<file path="src/rtl/pixel_source_arbiter.sv">
// Two-source pixel bus arbiter: forwards stream A or B, switching only at start-of-frame.
// Also counts forwarded frames and flags a stalled active source.
module pixel_source_arbiter #(
  parameter int unsigned PIXEL_W        = 8,
  parameter int unsigned TIMEOUT_CYCLES = 1048576,
  parameter int unsigned TO_W           = 21
) (
  input  logic               clk,
  input  logic               reset,
  input  logic               sel_req,
  input  logic [PIXEL_W-1:0] a_pixel,
  input  logic               a_valid,
  input  logic [15:0]        a_row,
  input  logic [15:0]        a_col,
  input  logic [PIXEL_W-1:0] b_pixel,
  input  logic               b_valid,
  input  logic [15:0]        b_row,
  input  logic [15:0]        b_col,
  output logic [PIXEL_W-1:0] out_pixel,
  output logic               out_valid,
  output logic [15:0]        out_row,
  output logic [15:0]        out_col,
  output logic               active_src,
  output logic               switch_pending,
  output logic [15:0]        frame_count,
  output logic               stall
);

  localparam int unsigned COORD_W = 16;
  localparam int unsigned FC_W    = 16;
  localparam logic [TO_W-1:0] TO_LAST = TO_W'(TIMEOUT_CYCLES - 1);

  typedef enum logic {
    WAIT_SOF = 1'b0,
    STREAM   = 1'b1
  } state_t;

  typedef struct packed {
    logic               valid;
    logic [PIXEL_W-1:0] pixel;
    logic [COORD_W-1:0] row;
    logic [COORD_W-1:0] col;
  } beat_t;

  state_t           state_q, state_d;
  beat_t            out_q, out_d;
  logic             active_q, active_d;
  logic             pend_q, pend_d;
  logic [FC_W-1:0]  fcnt_q, fcnt_d;
  logic             stall_q, stall_d;
  logic [TO_W-1:0]  to_q, to_d;

  beat_t beat_a, beat_b, cur_beat, oth_beat, req_beat;
  logic  sof_a, sof_b, cur_sof, oth_sof, req_sof;
  logic  mismatch, to_hit;

  assign beat_a = '{valid: a_valid, pixel: a_pixel, row: a_row, col: a_col};
  assign beat_b = '{valid: b_valid, pixel: b_pixel, row: b_row, col: b_col};

  // SOF is a valid beat at coordinate (0,0)
  assign sof_a = a_valid && (a_row == '0) && (a_col == '0);
  assign sof_b = b_valid && (b_row == '0) && (b_col == '0);

  assign cur_beat = active_q ? beat_b : beat_a;
  assign oth_beat = active_q ? beat_a : beat_b;
  assign cur_sof  = active_q ? sof_b  : sof_a;
  assign oth_sof  = active_q ? sof_a  : sof_b;
  assign req_beat = sel_req  ? beat_b : beat_a;
  assign req_sof  = sel_req  ? sof_b  : sof_a;

  assign mismatch = (sel_req != active_q);
  assign to_hit   = !cur_beat.valid && (to_q == TO_LAST);

  // Next-state and next-output logic
  always_comb begin
    state_d  = state_q;
    out_d    = out_q;
    active_d = active_q;
    pend_d   = 1'b0;
    fcnt_d   = fcnt_q;
    stall_d  = stall_q;
    to_d     = to_q;

    case (state_q)
      WAIT_SOF: begin
        out_d.valid = 1'b0;
        active_d    = sel_req;
        to_d        = '0;
        if (req_sof) begin
          out_d   = req_beat;
          fcnt_d  = fcnt_q + FC_W'(1);
          stall_d = 1'b0;
          state_d = STREAM;
        end
      end

      STREAM: begin
        if (to_hit) begin
          // Stall wins over any switch request in the same cycle
          stall_d     = 1'b1;
          out_d.valid = 1'b0;
          active_d    = sel_req;
          to_d        = '0;
          state_d     = WAIT_SOF;
        end else if (mismatch && oth_sof) begin
          out_d    = oth_beat;
          active_d = ~active_q;
          fcnt_d   = fcnt_q + FC_W'(1);
          stall_d  = 1'b0;
          to_d     = '0;
        end else begin
          out_d  = cur_beat;
          pend_d = mismatch;
          if (cur_sof) begin
            fcnt_d  = fcnt_q + FC_W'(1);
            stall_d = 1'b0;
          end
          to_d = cur_beat.valid ? '0 : to_q + TO_W'(1);
        end
      end

      default: state_d = WAIT_SOF;
    endcase
  end

  always_ff @(posedge clk) begin
    if (reset) begin
      state_q  <= WAIT_SOF;
      out_q    <= '0;
      active_q <= sel_req;
      pend_q   <= 1'b0;
      fcnt_q   <= '0;
      stall_q  <= 1'b0;
      to_q     <= '0;
    end else begin
      state_q  <= state_d;
      out_q    <= out_d;
      active_q <= active_d;
      pend_q   <= pend_d;
      fcnt_q   <= fcnt_d;
      stall_q  <= stall_d;
      to_q     <= to_d;
    end
  end

  assign out_pixel      = out_q.pixel;
  assign out_valid      = out_q.valid;
  assign out_row        = out_q.row;
  assign out_col        = out_q.col;
  assign active_src     = active_q;
  assign switch_pending = pend_q;
  assign frame_count    = fcnt_q;
  assign stall          = stall_q;

endmodule

</file>
<file path="config.mk">
export PLATFORM = sky130hd
export DESIGN_NAME = pixel_source_arbiter
export DESIGN_NICKNAME = d
export VERILOG_FILES = /design/src/rtl/pixel_source_arbiter.sv
export SDC_FILE = /design/constraint.sdc
export NUM_CORES = 1
export LEC_CHECK = 0
export CAP_MARGIN = 20
export CORE_ASPECT_RATIO = 1.4
export CORE_MARGIN = 2
export CORE_UTILIZATION = 35
export DETAILED_ROUTE_END_ITERATION = 10
export PLACE_DENSITY = 0.66
export SYNTH_ARGS = -nofsm -noshare
export SYNTH_HDL_FRONTEND = slang
export SYNTH_SLANG_ARGS = --single-unit
export TNS_END_PERCENT = 50
</file>
<file path="constraint.sdc">
create_clock -name clk -period 2.5 [get_ports clk]
set_input_delay 0.5 -clock clk [delete_from_list [all_inputs] [get_ports clk]]
set_output_delay 0.5 -clock clk [all_outputs]
set_load 0.02 [all_outputs]
</file>
== After elaboration in Yosys (flattened, before gate mapping) ==
Index checks and enable logic that the tools add are counted.

* Input bits: 85
* Word-level logic and storage cells: 68
* Register bits: 82

* Multiplexer cells: 32
* Add/sub/neg operators: 2
* Eq/ne operators: 7
* Bitwise gates (word level): 2
* Reductions and logical operators: 15

{| class="wikitable"
|+ Operators by type and width
! operator !! count
|-
| $mux 41 || 5
|-
| $pmux 41 s2 || 1
|-
| $logic_not 16->1 || 4
|-
| $mux 16 || 4
|-
| $mux 21 || 3
|-
| $pmux 21 s2 || 1
|-
| $mux 40 || 1
|-
| $pmux 16 s2 || 1
|-
| $add 21x1->21 const B || 1
|-
| $eq 21x20->1 const B || 1
|-
| $add 16x1->16 const B || 1
|-
| $mux 1 || 13
|-
| $logic_and 1x1->1 || 6
|-
| $pmux 1 s2 || 3
|-
| $ne 2x2->1 const B || 2
|-
| $ne 4x1->1 const B || 1
|-
| $ne 4x2->1 const B || 1
|-
| $reduce_and 2->1 || 2
|-
| $reduce_or 4->1 || 1
|-
| $ne 3x1->1 const B || 1
|-
| $reduce_and 3->1 || 1
|-
| $not 1->1 || 2
|-
| $logic_not 1->1 || 1
|-
| $ne 1x1->1 || 1
|}

== Depth between registers and ports, before layout ==
* Depth in word-level cells: 9
* Gate-level depth with buffers: 10
* Gate-level depth less buffers: 7

== Worst setup path after synthesis ==
No wires, ideal clock.

* Kind: input -> register
* Start point: in a_col[10]
* End point: reg fcnt_q[10] (netlist: frame_count[10])
* Data required time: 2.377 ns
* Path buffers: 0
* Setup slack: 0.212 ns
* Data arrival time: 2.165 ns
* Stages on the path: 5
* Cell sequence: or3_1 nor4_4 o41ai_2 nor4_1 mux2_1

* Longest elaborated chain between the ends: 7
* Elaborated cells on any way between the ends: 12

{| class="wikitable"
|+ Ends and longest elaborated chain
! element !! RTL line !! source
|-
| from (decl) || 14 || <nowiki>input logic [15:0] a_col,</nowiki>
|-
| $logic_not 16->1 (*) || 61 || <nowiki>assign sof_a = a_valid && (a_row == '0) && (a_col == '0);</nowiki>
|-
| $logic_and 1x1->1 (*) || 61 ||
|-
| $mux 1 || 67 || <nowiki>assign oth_sof = active_q ? sof_a : sof_b;</nowiki>
|-
| $logic_and 1x1->1 || 105 || <nowiki>end else if (mismatch && oth_sof) begin</nowiki>
|-
| $mux 16 || 105 ||
|-
| $mux 16 || 98 || <nowiki>if (to_hit) begin</nowiki>
|-
| $pmux 16 s2 || 84 || <nowiki>case (state_q)</nowiki>
|-
| to (signal assigned) || 140 || <nowiki>fcnt_q <= fcnt_d;</nowiki>
|-
| to (decl) || 49 || <nowiki>logic [FC_W-1:0] fcnt_q, fcnt_d;</nowiki>
|}

Mark *: on every way between the ends. The rest lies on a longest branch, timed or not. The select of a mux whose other input is x is not followed.
A chain may end at the register's enable or synchronous reset.

== Final worst setup path ==
* Start point: in b_row[7]
* End point: reg fcnt_q[6] (netlist: frame_count[6])

* Longest elaborated chain between the ends: 8
* Elaborated cells on any way between the ends: 13

{| class="wikitable"
|+ Ends and longest elaborated chain
! element !! RTL line !! source
|-
| from (decl) || 17 || <nowiki>input logic [15:0] b_row,</nowiki>
|-
| $logic_not 16->1 (*) || 62 || <nowiki>assign sof_b = b_valid && (b_row == '0) && (b_col == '0);</nowiki>
|-
| $logic_and 1x1->1 (*) (2 in a row) || 62 ||
|-
| $mux 1 || 67 ||
|-
| $logic_and 1x1->1 || 105 ||
|-
| $mux 16 || 105 ||
|-
| $mux 16 || 98 ||
|-
| $pmux 16 s2 || 84 ||
|}

Marks and branches as above.

==> run summary <==
The clock period minus worst slack came out at 2.44 ns. For the worst flop-to-flop path, the logic depth is 8. The tools report the sink count of the clock tree as 82. The worst hold path cell count is 1. Between clock sinks in the finished design, the worst skew comes to 0.00478 ns. Counting along the longest clock path gives a buffer depth of 2. The logs give 0 for the count of endpoints failing hold in the final timing report and 0 for the remaining global-route overflow.

Summing over every cut layer, the via total after detailed routing is 4,335. The complex-gate fraction of the synthesized area came out at 0.165. The maximum net fanout on the critical path is 6.

The all-layer global routing usage was 0.203. The total internal power was 2330 uW. The initial core utilization came out at 0.360. The endpoint identified for the worst register-to-register timing path is out_row[0]$_SDFFE_PP0P_. The die area is 0.0131 mm^2.

STA puts the critical path data arrival time at 2.72 ns. The fraction of layout cells with a size suffix above 1 was 0.243. Among all flip-flop cells after synthesis, the most frequent one is sky130_fd_sc_hd__dfxtp_1. The DRC violation count after routing was 0; the share of total power in combinational logic was 0.115. The summed instance area of the synthesized netlist was 0.00425 mm^2; the synthesized-area fraction occupied by xor and xnor cells was 0.0391. Final cycle utilization of the critical path: 0.976.

The final weighted congestion of routability-driven global placement was 0.817; the count of max-cap constraint violations was 0. The kind of end point of the critical path was a flip-flop. Synthesis produced a netlist with a net count of 540.

Across the VDD grid, the largest voltage drop is 0.314 mV. The worst setup path is launched from an input pin. The number of buffers created by CTS is 9, and the number of warnings printed during yosys synthesis is 0. During placement, the flow inserted port buffers numbering 144. The H-tree was split into 3 levels. The number of slew-limit violations in the final report was 0. The number of buffers and inverters on the critical path was 3; the average routed wire per standard cell was 17.0 um. The root buffer cell is sky130_fd_sc_hd__clkbuf_16. The number of enable flip-flop cells after synthesis was 1. The type of the tightest min-delay check was flip-flop to flip-flop. Based on the critical path, the design can be clocked at up to 410 MHz.

The worst setup path is of the input pin to flip-flop kind. For this block, the routed nets add up to 13,500 um of wire. For the antenna diode instance count, the log shows 0. The logs give 646 uW for the net switching power of the design and 21,700 um for the global-route wire length before repair. The clock share of power was 0.444; the share of the yosys chip area belonging to registers was 0.388. After detailed routing, the number of vias per cell comes to 5.45. The initial antenna violation count came out at 0.

Via count of the first global-routing pass: 4,426. Dominant combinational cell family by area after synthesis: simple AND/OR/NAND/NOR gates. Row generation in the floorplan step produced 47 rows. In this run the most critical hold path is launched from to_q[0]$_SDFF_PP0_. The clock input transition at the sequential cells of the worst setup and hold paths was 0.06 ns. The number of nets in the finished design is 733, and the number of design-rule violations left by the first detailed-router iteration is 182. For this run, the slowest stage of the critical path takes 0.50 ns. In this run the critical register-to-register path is launched from to_q[0]$_SDFF_PP0_.

In this run the horizontal extent of the chip is 97.2 um. The headroom to the max-slew limit was 0.601; the simple-gate share of the synthesized area was 0.220. Grouping stages by cell kind, the critical path spends the most delay in simple AND/OR/NAND/NOR gates. Setup violations remaining at the end of the flow were counted as 0.

Number of standard cells after synthesis: 453. Reg-to-reg setup timing slack: 0.41 ns. Dividing total power by cell area gives a power density of 427 mW/mm^2.

The detailed placement HPWL was 9940 um. The flow ran to the end, and the final reports show no timing, DRC or antenna violations. The adder and majority gate portion of the synthesized area is 0.00588, and the required time at the worst-slack endpoint is 2.78 ns. The first detailed-routing pass ran for 4 iterations.

TritonCTS built the clock tree. Relative to the synthesized area, the layout overhead comes to 63.5%. The relative contribution of sequential cells to total power came out at 0.441.

The proportion of register bits with asynchronous set or reset after synthesis was 0. The worst hold path terminates at to_q[0]$_SDFF_PP0_. Counting flops and latches in the post-synthesis netlist gives 82. The switching part of the total works out to 0.217. The largest individual stage delay along the critical path comes from the cell sky130_fd_sc_hd__or4_1. In this run the mean area of a mapped cell was 9.39 um^2. The fraction of synthesized area in multiplexers was 0.134; the insertion delay to the later sink of the worst-skew pair was 0.33 ns.

The static leakage power is 0.00296 uW, and the slew at the pin closest to its max-slew limit is 0.597 ns. 145 I/O pins were placed. The tools report the final worst-path setup slack as 0.0594 ns. The critical path goes through clkdlybuf4s50_1 -> nor4_1 -> nand2_1 -> nor4_4 -> buf_4 -> o41ai_4 -> buf_4 -> or4_1 -> nand2_1.

The synthesized netlist contains 52 unique library cells. Timing analysis after detailed placement gives a worst setup slack of -0.604 ns. The final core area utilization is 0.588, and the antenna violation net count after detailed routing is 0.

The run gives 34 as the largest net degree at the start of global routing. The die is 134 um tall. The core region is 0.0118 mm^2.
-- Yosys cell counts (all sizes together), types with 2 or more instances --
cell,instances,area share
or4,4,0.0071
o21bai,2,0.0053
o311ai,7,0.014
clkbuf,20,0.018
nor4b,2,0.0041
a21boi,2,0.0035
inv,10,0.0088
nor3b,9,0.016
a21oi,14,0.016
nor4,20,0.049
nand2,19,0.017
or2,8,0.012
buf,12,0.021
a31oi,2,0.0029
and3,5,0.0074
mux2,33,0.087
nand4,10,0.016
a211oi,7,0.012
a32oi,22,0.045
o211ai,14,0.025
nor2,58,0.051
xor2,13,0.027
nor3,3,0.0047
nor2b,3,0.0044
mux2i,20,0.047
ha,2,0.0059
or3,2,0.0029
and4,2,0.0041
o41ai,9,0.022
dfxtp,81,0.38
o21ai,8,0.0094
xnor2,6,0.012
nand3,17,0.020
-- flip-flops by register name, summed over array words and instances (netlist names) --
signal / count
active_src: 1
frame_count: 16
out_col: 16
out_pixel: 8
out_row: 16
out_valid: 1
stall: 1
state_q: 1
switch_pending: 1
to_q: 21
-- logic make-up (layout without fill, tap and decap cells) --
kind of cell,count (synthesis),after routing
adder cells (fa/ha/maj),2,2
XOR/XNOR,19,19
AO/OA/AOI/OAI,91,91
multiplexers,53,53
flip-flops,82,82
buffers and inverters,42,238
AND/OR/NAND/NOR,164,164
-- worst reg2reg max path, stage by stage (launching register included) --
cell	delay, ns
sky130_fd_sc_hd__dfxtp_1	0.35
sky130_fd_sc_hd__ha_1	0.24
sky130_fd_sc_hd__nand3_1	0.15
sky130_fd_sc_hd__nor4_4	0.32
sky130_fd_sc_hd__buf_4	0.21
sky130_fd_sc_hd__a21bo_2	0.19
sky130_fd_sc_hd__buf_4	0.30
sky130_fd_sc_hd__a32oi_1	0.15
sky130_fd_sc_hd__nor2_1	0.11
-- final cells by class --
cell class,instances,area (um^2)
fill,980,4870
multi-input combinational,329,2630
timing repair buffer,214,2150
sequential,82,1650
clock buffer,11,253
tap,147,184
clock inverter,3,40.0
inverter,10,37.5
-- per-stage QoR --
stage / instances / total power (uW) / area, um^2 / setup TNS (ns) / hold slack, ns
floorplan: 453 / 1460 / 4250 / 0 / 0.418
global placement: 773 / 1670 / 6270 / -35.39 / 0.426
detailed placement: 773 / 1680 / 6270 / -37.68 / 0.439
CTS: 793 / 2990 / 6720 / 0 / 0.451
global route: 796 / 3080 / 6950 / -0.0207 / 0.463
finish: 796 / 2970 / 6950 / 0 / 0.444
-- layer usage --
layer  global-route usage  wire, um
met4               0.0900       396
met1                0.227      5280
met2                0.358      6950
met3               0.0594       875
met5                    0         0
-- cell usage in the layout (no fill, tap or decap), types with 3 or more instances in the layout --
cell and count:
sky130_fd_sc_hd__nor4_4 9, sky130_fd_sc_hd__or2_2 7, sky130_fd_sc_hd__o211ai_1 14, sky130_fd_sc_hd__clkbuf_16 9, sky130_fd_sc_hd__nand2_1 19, sky130_fd_sc_hd__xor2_1 13, sky130_fd_sc_hd__nand4_1 9, sky130_fd_sc_hd__a21oi_1 14
sky130_fd_sc_hd__dlygate4sd2_1 12, sky130_fd_sc_hd__buf_12 8, sky130_fd_sc_hd__clkdlybuf4s50_1 91, sky130_fd_sc_hd__or4_1 4, sky130_fd_sc_hd__nor2_1 58, sky130_fd_sc_hd__nor2b_1 3, sky130_fd_sc_hd__mux2i_1 20, sky130_fd_sc_hd__a211oi_1 7
sky130_fd_sc_hd__dfxtp_1 81, sky130_fd_sc_hd__mux2_2 32, sky130_fd_sc_hd__o41ai_1 4, sky130_fd_sc_hd__o21ai_0 8, sky130_fd_sc_hd__o311ai_2 3, sky130_fd_sc_hd__o41ai_4 3, sky130_fd_sc_hd__nand3_1 17, sky130_fd_sc_hd__inv_1 10
sky130_fd_sc_hd__buf_4 59, sky130_fd_sc_hd__xnor2_1 6, sky130_fd_sc_hd__nor4_2 8, sky130_fd_sc_hd__a32oi_1 22, sky130_fd_sc_hd__buf_6 3, sky130_fd_sc_hd__nor3b_1 9, sky130_fd_sc_hd__nor4_1 3, sky130_fd_sc_hd__dlymetal6s2s_1 38
sky130_fd_sc_hd__and3_1 5
-- worst max path at each step --
stage | start | to | slack [ns] | depth (start not counted)
finish | b_row[7] | frame_count[6]$_SDFFE_PP0P_ | 0.06 | 9
global placement | b_row[2] | out_col[4]$_SDFFE_PP0P_ | -0.55 | 11
detailed placement | b_row[2] | frame_count[15]$_SDFFE_PP0P_ | -0.60 | 10
global route | b_col[6] | frame_count[6]$_SDFFE_PP0P_ | -0.02 | 9
floorplan | a_col[10] | frame_count[10]$_SDFFE_PP0P_ | 0.21 | 5
CTS | b_col[4] | frame_count[6]$_SDFFE_PP0P_ | 0.006 | 10
-- repair_timing --
item | 4_1_cts | 5_1_grt
resized for setup | 35 | 58
hold endpoints to repair | 0 | 0
gates cloned | 0 | 0
pin swaps | 12 | 28
setup endpoints to repair | 80 | 71
buffers inserted | 6 | 3
hold buffers | 0 | 0
-- power by group through the flow --
stage               clock network [uW]  logic, uW  registers [uW]
floorplan                            0        116            1340
global placement                     0        335            1340
detailed placement                   0        338            1340
CTS                               1340        342            1310
global route                      1400        363            1310
finish                            1320        342            1310
Note: power is estimated with default switching activity, not from simulation.
